<file path="src/rtl/trap_sequencer.sv">
// trap_sequencer: serialises exception, interrupt and MRET events into a
// drain -> flush -> CSR commit -> fetch redirect sequence.
// Optional feature macro: TRAP_SEQUENCER_VECTORED_EN enables vectored
// interrupt targets when mtvec[1:0] == 2'b01. The default build uses
// direct mode only.
module trap_sequencer (
  input  logic        clk,
  input  logic        reset,
  input  logic        exc_valid,
  input  logic [63:0] exc_cause,
  input  logic [63:0] exc_pc,
  input  logic        irq_pending,
  input  logic [63:0] irq_cause,
  input  logic [63:0] irq_pc,
  input  logic        mret_valid,
  input  logic        mem_busy,
  input  logic        flush_ack,
  input  logic [63:0] mtvec,
  input  logic [63:0] mepc,
  output logic        stall,
  output logic        flush_req,
  output logic        trap_we,
  output logic [63:0] trap_cause,
  output logic [63:0] trap_epc,
  output logic        mret_we,
  output logic        redirect_valid,
  output logic [63:0] redirect_pc
);

  typedef enum logic [2:0] {
    S_IDLE,
    S_DRAIN,
    S_FLUSH,
    S_COMMIT,
    S_REDIRECT
  } state_t;

  typedef enum logic [1:0] {
    K_EXC,
    K_IRQ,
    K_MRET
  } kind_t;

  state_t      state_q;
  kind_t       kind_q;
  logic [63:0] cause_q;
  logic [63:0] epc_q;
  logic        stall_q;
  logic        flush_q;
  logic        trap_we_q;
  logic        mret_we_q;
  logic [63:0] trap_cause_q;
  logic [63:0] trap_epc_q;
  logic        redir_q;
  logic [63:0] redirect_pc_d;

  // Sequencer FSM: every output is registered on the transition into the
  // state that owns it, so outputs line up exactly with the current state.
  always_ff @(posedge clk or negedge reset) begin
    if (!reset) begin
      state_q      <= S_IDLE;
      kind_q       <= K_EXC;
      cause_q      <= '0;
      epc_q        <= '0;
      stall_q      <= 1'b0;
      flush_q      <= 1'b0;
      trap_we_q    <= 1'b0;
      mret_we_q    <= 1'b0;
      trap_cause_q <= '0;
      trap_epc_q   <= '0;
      redir_q      <= 1'b0;
    end else begin
      // Strobes and the trap payload are single-cycle; default them low.
      trap_we_q    <= 1'b0;
      mret_we_q    <= 1'b0;
      trap_cause_q <= '0;
      trap_epc_q   <= '0;
      redir_q      <= 1'b0;
      case (state_q)
        S_IDLE: begin
          // Fixed priority; losing events in the same cycle are dropped.
          if (exc_valid) begin
            kind_q  <= K_EXC;
            cause_q <= exc_cause;
            epc_q   <= exc_pc;
            state_q <= S_DRAIN;
            stall_q <= 1'b1;
          end else if (irq_pending) begin
            kind_q  <= K_IRQ;
            cause_q <= irq_cause;
            epc_q   <= irq_pc;
            state_q <= S_DRAIN;
            stall_q <= 1'b1;
          end else if (mret_valid) begin
            // MRET leaves the latched cause untouched; epc is not used.
            kind_q  <= K_MRET;
            state_q <= S_DRAIN;
            stall_q <= 1'b1;
          end
        end
        S_DRAIN: begin
          if (!mem_busy) begin
            state_q <= S_FLUSH;
            flush_q <= 1'b1;
          end
        end
        S_FLUSH: begin
          if (flush_ack) begin
            state_q <= S_COMMIT;
            flush_q <= 1'b0;
            if (kind_q == K_MRET) begin
              mret_we_q <= 1'b1;
            end else begin
              trap_we_q    <= 1'b1;
              trap_cause_q <= cause_q;
              trap_epc_q   <= epc_q;
            end
          end
        end
        S_COMMIT: begin
          state_q <= S_REDIRECT;
          redir_q <= 1'b1;
        end
        S_REDIRECT: begin
          state_q <= S_IDLE;
          stall_q <= 1'b0;
        end
        default: begin
          state_q <= S_IDLE;
          stall_q <= 1'b0;
          flush_q <= 1'b0;
        end
      endcase
    end
  end

`ifndef TRAP_SEQUENCER_VECTORED_EN
  // The mode bits only matter for vectored interrupts.
  logic unused_mtvec_mode;
  assign unused_mtvec_mode = ^mtvec[1:0];
`endif

  // Redirect target is formed combinationally during REDIRECT so that an
  // MRET sees mepc after the CSR file has processed the commit strobe.
  always_comb begin
    redirect_pc_d = '0;
    if (state_q == S_REDIRECT) begin
      if (kind_q == K_MRET) begin
        redirect_pc_d = mepc;
      end else begin
        redirect_pc_d = {mtvec[63:2], 2'b00};
`ifdef TRAP_SEQUENCER_VECTORED_EN
        if ((kind_q == K_IRQ) && (mtvec[1:0] == 2'b01)) begin
          redirect_pc_d = {mtvec[63:2], 2'b00} + {56'd0, cause_q[5:0], 2'b00};
        end
`endif
      end
    end
  end

  assign stall          = stall_q;
  assign flush_req      = flush_q;
  assign trap_we        = trap_we_q;
  assign mret_we        = mret_we_q;
  assign trap_cause     = trap_cause_q;
  assign trap_epc       = trap_epc_q;
  assign redirect_valid = redir_q;
  assign redirect_pc    = redirect_pc_d;

endmodule

</file>
<file path="config.mk">
export PLATFORM = sky130hd
export DESIGN_NAME = trap_sequencer
export DESIGN_NICKNAME = d
export VERILOG_FILES = /design/src/rtl/trap_sequencer.sv
export SDC_FILE = /design/constraint.sdc
export NUM_CORES = 1
export LEC_CHECK = 0
export ABC_AREA = 1
export CAP_MARGIN = 20
export CORE_AREA = 2 2 227 229
export DETAILED_ROUTE_END_ITERATION = 8
export DIE_AREA = 0 0 229 231
export DONT_BUFFER_PORTS = 1
export SLEW_MARGIN = 20
export SYNTH_ARGS = -nofsm -noshare
export SYNTH_HDL_FRONTEND = slang
export SYNTH_SLANG_ARGS = --single-unit
</file>
<file path="constraint.sdc">
create_clock -name clk -period 2.11 [get_ports clk]
set_clock_uncertainty 0.15 [all_clocks]
set_input_delay 0.211 -clock clk [delete_from_list [all_inputs] [get_ports clk]]
set_output_delay 0.211 -clock clk [all_outputs]
set_load 0.005 [all_outputs]
</file>
==> results of run 1 <==
critical path: stages (launching register included):
cell and delay [ns]:
dfrtp_2 0.47, nor2_4 0.15, nand2_4 0.14, buf_16 0.21, a21oi_4 0.21, buf_6 0.16
repair_timing:
action	4_1_cts	5_1_grt
pin swaps	24	36
endpoints found under the hold margin	416	266
cloned	9	7
gates resized for setup	182	123
setup buffers	8	15
endpoints found under the setup margin	64	65
metal layers:
| layer | vias up | track usage [%] | routed length, microns |
|---|---|---|---|
| li1 | 5169 | - | - |
| met1 | 5387 | 17.1 | 16600 |
| met2 | 613 | 32.0 | 25500 |
| met3 | 168 | 4.11 | 3480 |
| met4 | 2 | 17.8 | 5320 |
| met5 | - | 0 | 14 |
Yosys cell counts, drive strengths merged:
master / n / area share [%]
nand2: 650 / 20
dfrtp: 266 / 55
inv: 137 / 4.2
nor2: 137 / 4.3
o21ai: 130 / 8.8
a21oi: 64 / 2.6
buf: 60 / 3.7
clkbuf: 31 / 0.97
nand3: 4 / 0.16
nand4: 4 / 0.21
nor3: 2 / 0.082
and3: 1 / 0.052
nand3b: 1 / 0.062
through the flow:
step	setup WS, ns	hold WS, ns
floorplan	0.625	-0.235
global placement	0.196	-0.228
detailed placement	0.171	-0.228
CTS	-0.196	-0.846
global route	-0.234	-0.835
finish	-0.153	-0.808
final timing paths:
kind	cells past startpoint	from	end
setup / recovery	5	state_q[0]	redirect_pc[37]
hold / removal	0	reset	trap_cause[9]
setup reg to reg	7	state_q[0]	cause_q[5]
hold reg to reg	2	epc_q[9]	trap_epc[9]
max in group asynchronous	0	reset	redirect_valid
min in group clk	3	flush_ack	mret_we
power breakdown:
group / switching (mW) / total (mW) / leakage (nW) / internal [mW]
Combinational: 5.60 / 9.95 / 5.09 / 4.35
Clock: 2.15 / 5.18 / 0.470 / 3.03
Sequential: 0.583 / 7.16 / 3.50 / 6.57
cells by family after synthesis:
group,after synthesis
flops,266
simple gates,799
buf+inv,228
compound gates,194
final cells by class:
cell class	instances	area, sq um	share of cell area (%)
flip-flops and latches	266	6660	35.5
multi-input cells	993	5430	29.0
repair buffers	385	4270	22.8
clock buffers	45	888	4.74
well taps	680	851	4.54
inverters	137	529	2.82
clock inverters	10	96.3	0.514
diodes	5	12.5	0.0668
sequential cells by signal, indices dropped and copies added, names as in the netlist:
signal and flops:
trap_epc 64, trap_cause 64, state_q 3, cause_q 64
kind_q 2, redirect_valid 1, trap_we 1, stall 1
epc_q 64, mret_we 1, flush_req 1
==> results.yml, run 1 <==
finish:
  post-route-util_pct: 37.0
  layout_common_cells: "nand2_1 (569), dlygate4sd3_1 (276), dfrtp_1 (264), inv_1 (134), nor2_1 (132)"
  drive_above_1_share_pct: 22.9
  nFillCells: 4882
  stdcell_area_sq_mm: 0.0187
  final_nets: 2204
  area_delta_synth_final_pct: 54.2
  layout_commonest_cell: "nand2_1"
  final_cells: 2521
timing:
  fin_tns_setup_ns: -5.73
  finalSetupViolations: 63
  fin_crit_sh_pct: 107
  slew_headroom_pct: 56.2
  rsz0062_at_grt: "true"
  slew_violations: 0
  fin_crit_ns: 2.26
  fmax_mhz: 442
  fin_ws_ns: -0.153
  hold_violations: 266
  worst_pin_slew_ns: 0.657
  finalHoldWorstSlack_ns: -0.808
yosys:
  synth_cell_types: 21
  synth_top_family_by_area: "simple AND/OR/NAND/NOR gates"
  syn_avg_cell_area_sq_um: 8.17
  yosysWarningCount: 0
  synthSimpleGateAreaFrac_pct: 24.9
  synth-compound-area-share_pct: 11.4
  syn_inst: 1487
  mappedNetlistArea_sq_mm: 0.0121
  synth_nets: 1878
  synth_fa_ha_area_share_pct: 0
  synthXorXnorAreaFrac_pct: 0
  ys_seq_elements: 266
  yosysSeqAreaShare_pct: 54.8
  synth_mux_area_share_pct: 0
cts:
  cts.sinks: 266
  h-tree-depth: 1
  cts_tree: "done"
  cts_hold_buf: 277
  cts.reportedPaths.clkPinSlew_ns: 0.07
  root_buffer: "clkbuf_16"
  clk_latency_ns: 0.56
  clockBufferDepth: 3
  cts-buffers-inserted: 30
routing:
  first_pass_iters: 6
  vias: 11300
  routed_via_density: 4.50
  drt-initial-drc-count: 565
  route.detailed.drc: 0
  wire_per_inst_microns: 20.2
  routed_wl_microns: 50900
  ant_nets: 0
placed_design:
  placed_cell_area_sq_mm: 0.0131
  hpwl_microns: 32400
  dpl.cell_count: 2146
  place.gp.congestion: 0.920
  port_buffers: 0
job:
  max_cap_viol_count: 0
floorplan:
  core_area_sq_mm: 0.0507
  rows: 83
  die_h_microns: 231
  initial_core_util_pct: 24.0
  io_pins: 588
  die_x_microns: 229
  design.die.area_sq_mm: 0.0529
critical_path:
  startpoint_type: "flip-flop"
  worst_ep_required_time_ns: 1.75
  path_max_fanout: 19
  worstSetupEndpointType: "primary output"
  worstSetupPathType: "reg2out"
  crit_arrival_ns: 1.90
  r2r_slack_ns: 0.16
run_status:
  outcome: "complete, but fails checks"
  violations: "negative hold slack, negative setup slack"
power_and_ir_drop:
  total_power_mw: 22.3
  power_density_mw_per_mm2: 1190
  vdd_drop_max_mv: 0.844
  leakage_nw: 9.06
global_route:
  grt_usage_pct: 18.1
  grt_pass1_vias: 11500
  grt_first_pass_wirelength_microns: 71400
  grt.overflow.total: 0
  grt_max_degree: 267
  grt_antenna_before_repair: 7
min_path:
  min_path_type: "in2async"
Power figures use the tool's default switching activity.
==> run 2, diff against run 1 <==
--- a/config.mk
+++ b/config.mk
@@ -6,11 +6,15 @@
 export NUM_CORES = 1
 export LEC_CHECK = 0
 export ABC_AREA = 1
+export ABC_CLOCK_PERIOD_IN_PS = 2110
 export CAP_MARGIN = 20
-export CORE_AREA = 2 2 227 229
+export CELL_PAD_IN_SITES_DETAIL_PLACEMENT = 1
+export CELL_PAD_IN_SITES_GLOBAL_PLACEMENT = 2
+export CORE_AREA = 2 2 229 231
 export DETAILED_ROUTE_END_ITERATION = 8
-export DIE_AREA = 0 0 229 231
+export DIE_AREA = 0 0 231 233
 export DONT_BUFFER_PORTS = 1
+export PLACE_DENSITY_LB_ADDON = 0.1
 export SLEW_MARGIN = 20
 export SYNTH_ARGS = -nofsm -noshare
 export SYNTH_HDL_FRONTEND = slang
==> run 2 against run 1 <==
Compared with the run above: combinational power decreased by 19%; die area increased by 1.7%; sequential cell count unchanged; cell area decreased by 6.0%; wire length decreased by 10%; sequential share of layout area increased by 2.3 points; the run ends with negative hold slack left; critical path depth increased by 3; register-to-register slack improved by 0.02 ns; largest cell class unchanged.
==> results.yml, run 2 (synthesis results as in run 1) <==
timing:
  worst_pin_slew_ns: 0.638
  slew_headroom_pct: 57.5
  finalSetupViolations: 0
  fmax_mhz: 477
  fin_ws_ns: 0.0118
  fin_crit_sh_pct: 99.4
  finalHoldWorstSlack_ns: -0.776
  hold_violations: 266
  rsz0062_at_grt: "true"
  fin_crit_ns: 2.10
  slew_violations: 0
  fin_tns_setup_ns: 0
placed_design:
  place_ws_ns: 0.276
  place.gp.congestion: 0.718
  port_buffers: 0
  hpwl_microns: 29600
floorplan:
  io_pins: 588
  core_area_sq_mm: 0.0511
  design.die.area_sq_mm: 0.0538
  die_h_microns: 233
  die_x_microns: 231
  rows: 83
  initial_core_util_pct: 23.8
finish:
  area_delta_synth_final_pct: 45.0
  drive_above_1_share_pct: 18.7
  multi_input_area_sq_mm: 0.00487
  seq_area_sq_mm: 0.00666
  nFillCells: 5974
  final_nets: 2146
  layout_commonest_cell: "nand2_1"
  layout_common_cells: "nand2_1 (603), dlygate4sd3_1 (274), dfrtp_1 (263), inv_1 (134), nor2_1 (133)"
cts:
  cts_hold_buf: 275
  clk_latency_ns: 0.54
  cts_tree: "done"
  h-tree-depth: 2
  cts.sinks: 266
  clockBufferDepth: 3
  cts-buffers-inserted: 35
  root_buffer: "clkbuf_16"
  cts.reportedPaths.clkPinSlew_ns: 0.06
routing:
  wire_per_inst_microns: 18.6
  ant_nets: 0
  route.detailed.drc: 0
  routed_via_density: 4.35
  drt-initial-drc-count: 488
  first_pass_iters: 4
  routed_wl_microns: 45800
  vias: 10700
power_and_ir_drop:
  leakage_nw: 8.50
  power_density_mw_per_mm2: 1200
  total_power_mw: 21.1
  vdd_drop_max_mv: 0.438
critical_path:
  worstSetupPathType: "reg2out"
  worst_ep_required_time_ns: 1.75
  startpoint_type: "flip-flop"
  worst_r2r_path_depth: 6
  crit_arrival_ns: 1.74
  worstSetupEndpointType: "primary output"
  path_max_fanout: 6
global_route:
  grt_max_degree: 267
  grt_first_pass_wirelength_microns: 68100
  grt_usage_pct: 16.4
  grt_antenna_before_repair: 3
  grt_pass1_vias: 11600
  grt.overflow.total: 0
run_status:
  outcome: "complete, but fails checks"
  violations: "negative hold slack"
min_path:
  min_path_type: "in2async"
job:
  max_cap_viol_count: 0
[run 2: cell types whose count changed in the layout (fill, tap and decap cells not counted), sizes merged]
| cell | change |
|---|---|
| clkbuf | +4 |
| diode | -3 |
| buf | -59 |
| clkinvlp | -3 |
| clkinv | +2 |
| dlygate4sd3 | -2 |
| bufbuf | +1 |
[run 2: worst paths after layout]
path	startpoint	endpoint	slack [ns]
hold reg to reg	cause_q[63]	trap_cause[63]	0.31
hold / removal	reset	trap_cause[10]	-0.78
max in group asynchronous	reset	state_q[0]	2.00
min in group clk	flush_ack	trap_cause[54]	0.17
setup / recovery	kind_q[1]	redirect_pc[43]	0.01
setup reg to reg	state_q[0]	state_q[0]	0.18
[run 2: through the flow]
stage,std cells,hold WS (ns),area [sq um],util (%)
after detailed placement,2100,-0.225,12800,25.1
final,2461,-0.776,17600,34.5
after global placement,2100,-0.224,12800,25.1
after floorplan,1487,-0.235,12100,-
after CTS,2450,-0.815,17200,33.7
after global routing,2461,-0.823,17600,34.5
[run 2: cell type report]
cell class                 count  share of cell area, %
antenna                        2                 0.0284
inverter                     137                   3.00
clock buffer                  52                   5.90
multi-input combinational    993                   27.6
sequential                   266                   37.8
clock inverter                 9                  0.660
tap                          680                   4.83
timing repair buffer         322                   20.1
[run 2: layer usage]
metal	up-vias	wire, microns	track usage (%)
li1	5036	-	-
met1	5247	19900	21.3
met2	353	21700	26.4
met3	57	3250	4.93
met4	2	863	4.21
met5	-	13	0
[run 2: what timing repair did]
action / in CTS / in global routing
gates cloned: 4 / 5
resized for setup: 78 / 71
endpoints found under the hold margin: 401 / 266
pin swaps: 18 / 25
setup endpoints to repair: 62 / 65
setup buffers: 11 / 5
[run 2: critical path, cell delays in order, from the launching register on]
cell	delay, ns
dfrtp_1	0.37
inv_2	0.07
nor2_4	0.04
buf_12	0.14
clkinv_8	0.06
buf_12	0.12
nand2_4	0.05
a21oi_4	0.22
buf_6	0.13
[run 2: power by group]
part / total (mW) / switching [mW] / internal (mW)
registers: 7.15 / 0.569 / 6.58
logic: 8.02 / 4.65 / 3.36
clock network: 5.92 / 2.36 / 3.56
==> run 3, diff against run 2 <==
--- a/config.mk
+++ b/config.mk
@@ -5,14 +5,13 @@
 export SDC_FILE = /design/constraint.sdc
 export NUM_CORES = 1
 export LEC_CHECK = 0
-export ABC_AREA = 1
 export ABC_CLOCK_PERIOD_IN_PS = 2110
 export CAP_MARGIN = 20
 export CELL_PAD_IN_SITES_DETAIL_PLACEMENT = 1
 export CELL_PAD_IN_SITES_GLOBAL_PLACEMENT = 2
-export CORE_AREA = 2 2 229 231
+export CORE_AREA = 2 2 227 229
 export DETAILED_ROUTE_END_ITERATION = 8
-export DIE_AREA = 0 0 231 233
+export DIE_AREA = 0 0 229 231
 export DONT_BUFFER_PORTS = 1
 export PLACE_DENSITY_LB_ADDON = 0.1
 export SLEW_MARGIN = 20
==> run 3 against run 2 <==
Compared with the run above: power up 1.4%; combinational power down 3.1%; worst hold slack got worse by 0.0035 ns; setup slack lost 0.021 ns; non-clock buffer count is 4 lower; the run ends with negative hold slack, negative setup slack left; sequential cell count stayed put; largest power group unchanged; maximum frequency decreased by 1.0%; highest routed layer is now met4.
==> results.yml, run 3 <==
finish:
  post-route-util_pct: 35.1
  layout_commonest_cell: "dlygate4sd3_1"
  stdcell_area_sq_mm: 0.0178
  final_nets: 1617
  area_delta_synth_final_pct: 46.0
  drive_above_1_share_pct: 36.6
  layout_common_cells: "dlygate4sd3_1 (264), dfrtp_1 (263), mux2_2 (147), and2_1 (128), mux2_4 (100)"
  final_cells: 1931
routing:
  drt-initial-drc-count: 280
  routed_via_density: 4.32
  ant_nets: 0
  first_pass_iters: 4
  vias: 8347
  wire_per_inst_microns: 22.6
  routed_wl_microns: 43700
  route.detailed.drc: 0
yosys:
  async_flop_share_pct: 100
  synthXorXnorAreaFrac_pct: 0
  synth_common_cells: "dfrtp_1 (266), mux2_2 (147), and2_1 (128), nand2_1 (125), mux2_4 (100)"
  synth_edf_count: 0
  synth_mux_area_share_pct: 26.8
  synth_ff_type: "dfrtp_1"
  synth_fa_ha_area_share_pct: 0
  synthTopCellsByArea: "dfrtp_1 (55%), mux2_2 (14%), mux2_4 (12%)"
  yosysTopAreaCellShare_pct: 54.6
  mappedNetlistArea_sq_mm: 0.0122
  synthMostInstantiatedCell: "dfrtp_1"
  synth_nets: 1327
  synthSimpleGateAreaFrac_pct: 11.4
  synth_cell_types: 30
  yosysWarningCount: 0
  yosysSeqAreaShare_pct: 54.6
  ys_seq_elements: 266
  syn_avg_cell_area_sq_um: 13.0
  syn_inst: 936
  yosys.area.top_type: "dfrtp_1"
  synth_top_family_by_area: "multiplexers"
  synth-compound-area-share_pct: 3.10
power_and_ir_drop:
  power_frac_seq_pct: 36.2
  leakage_nw: 7.74
  power.internal_mw: 15.0
  switching_share_pct: 29.8
  vdd_drop_max_mv: 0.423
  switching_power_mw: 6.38
  total_power_mw: 21.4
  p_comb_share_pct: 36.4
  clkPwrFrac_pct: 27.5
  power_density_mw_per_mm2: 1200
min_path:
  min_path_type: "in2async"
placed_design:
  hpwl_microns: 27800
  dpl.cell_count: 1572
  place.gp.congestion: 0.766
  placed_cell_area_sq_mm: 0.0129
  port_buffers: 0
timing:
  hold_violations: 266
  fin_crit_ns: 2.12
  finalSetupViolations: 1
  worst_pin_slew_ns: 0.632
  fmax_mhz: 472
  rsz0062_at_grt: "true"
  slew_violations: 0
  fin_ws_ns: -0.00958
  slew_headroom_pct: 57.9
  fin_crit_sh_pct: 100
  finalHoldWorstSlack_ns: -0.779
critical_path:
  crit_arrival_ns: 1.76
  path_max_fanout: 5
  worst_ep_required_time_ns: 1.75
  r2r_start: "state_q[1]"
  worstSetupPathType: "reg2out"
  worstSetupEndpointType: "primary output"
  setup.worst_path.start: "kind_q[1]"
  startpoint_type: "flip-flop"
cts:
  clk_latency_ns: 0.53
  cts-buffers-inserted: 35
  cts_hold_buf: 264
  cts_tree: "done"
  clockBufferDepth: 3
  h-tree-depth: 2
  cts.sinks: 266
  cts.reportedPaths.clkPinSlew_ns: 0.05
  root_buffer: "clkbuf_16"
floorplan:
  die_x_microns: 229
  core_area_sq_mm: 0.0507
  design.die.area_sq_mm: 0.0529
  die_h_microns: 231
  initial_core_util_pct: 24.1
  rows: 83
  io_pins: 588
global_route:
  grt_max_degree: 267
  grt_usage_pct: 15.2
  grt_pass1_vias: 9156
  grt_first_pass_wirelength_microns: 60400
  grt_antenna_before_repair: 4
  grt.overflow.total: 0
run_status:
  outcome: "complete, but fails checks"
  violations: "negative hold slack, negative setup slack"
job:
  max_cap_viol_count: 0
==> run 3: cell types whose count changed after synthesis, sizes merged, moves of 4 or more <==
cell	previous run	this run
buf	60	36
mux2	0	256
nand2	650	125
and2	0	128
nand4	4	0
nand3	4	0
inv	137	4
o21ai	130	3
nor2	137	8
==> run 3: critical path, cell delays in order, from the launching register on <==
cell,delay [ns]
dfrtp_1,0.39
buf_6,0.13
nand2b_4,0.10
buf_4,0.13
buf_12,0.11
nand2_1,0.15
a21oi_2,0.22
==> run 3: area by class of cell <==
class                           count  area, sq um
Sequential cell                   266         6660
Antenna cell                        3         7.51
Multi-Input combinational cell    601         5560
Clock buffer                       55         1100
Tap cell                          680          851
Clock inverter                      4         37.5
Inverter                            4         15.0
Fill cell                        5370        32900
Timing Repair Buffer              318         3570
==> run 3: routing by layer <==
metal | up-vias | global-route usage, % | wire length (microns)
met5 | - | 0 | 0
met4 | 0 | 5.52 | 1630
met3 | 76 | 5.04 | 3210
met2 | 347 | 28.2 | 23500
met1 | 4191 | 15.8 | 15300
li1 | 3733 | - | -
==> run 3: what timing repair did <==
action,4_1_cts,5_1_grt
setup buffers,5,11
cloned,4,13
resized for setup,65,69
pin swaps,1,29
hold endpoints to repair,401,266
endpoints found under the setup margin,64,61
==> run 3: cells by family (layout without fill, tap and decap cells) <==
group                  count (synthesis)  after routing
and+or+nand+nor                      272            272
DFF                                  266            266
muxes                                257            257
AOI/OAI and AO/OA                     72             72
buffers and inverters                 69            381
other                                  0              3
==> run 3: worst paths after layout <==
check,slack (ns),cells past startpoint,to
max in group asynchronous,2.03,0,state_q[1]
min in group clk,0.03,3,cause_q[56]
setup / recovery,-0.01,6,redirect_pc[14]
hold / removal,-0.78,0,cause_q[5]
hold reg to reg,0.32,1,trap_cause[57]
setup reg to reg,0.09,5,kind_q[1]
==> run 3: power by group through the flow <==
| stage | combinational (mW) | sequential (mW) | clock (mW) |
|---|---|---|---|
| after floorplan | 4.92 | 7.38 | 0 |
| after global placement | 5.66 | 7.83 | 0 |
| after detailed placement | 5.75 | 7.84 | 0 |
| after CTS | 6.90 | 7.79 | 6.14 |
| after global routing | 8.32 | 7.98 | 6.33 |
| final | 7.77 | 7.74 | 5.87 |
==> run 3: stage by stage <==
| stage | hold slack, ns | setup TNS (ns) | setup WS [ns] |
|---|---|---|---|
| global route | -0.817 | -1.44 | -0.0736 |
| finish | -0.779 | -0.00958 | -0.00958 |
| floorplan | -0.235 | 0 | 0.346 |
| global placement | -0.229 | 0 | 0.139 |
| CTS | -0.819 | -0.101 | -0.0198 |
| detailed placement | -0.230 | 0 | 0.137 |
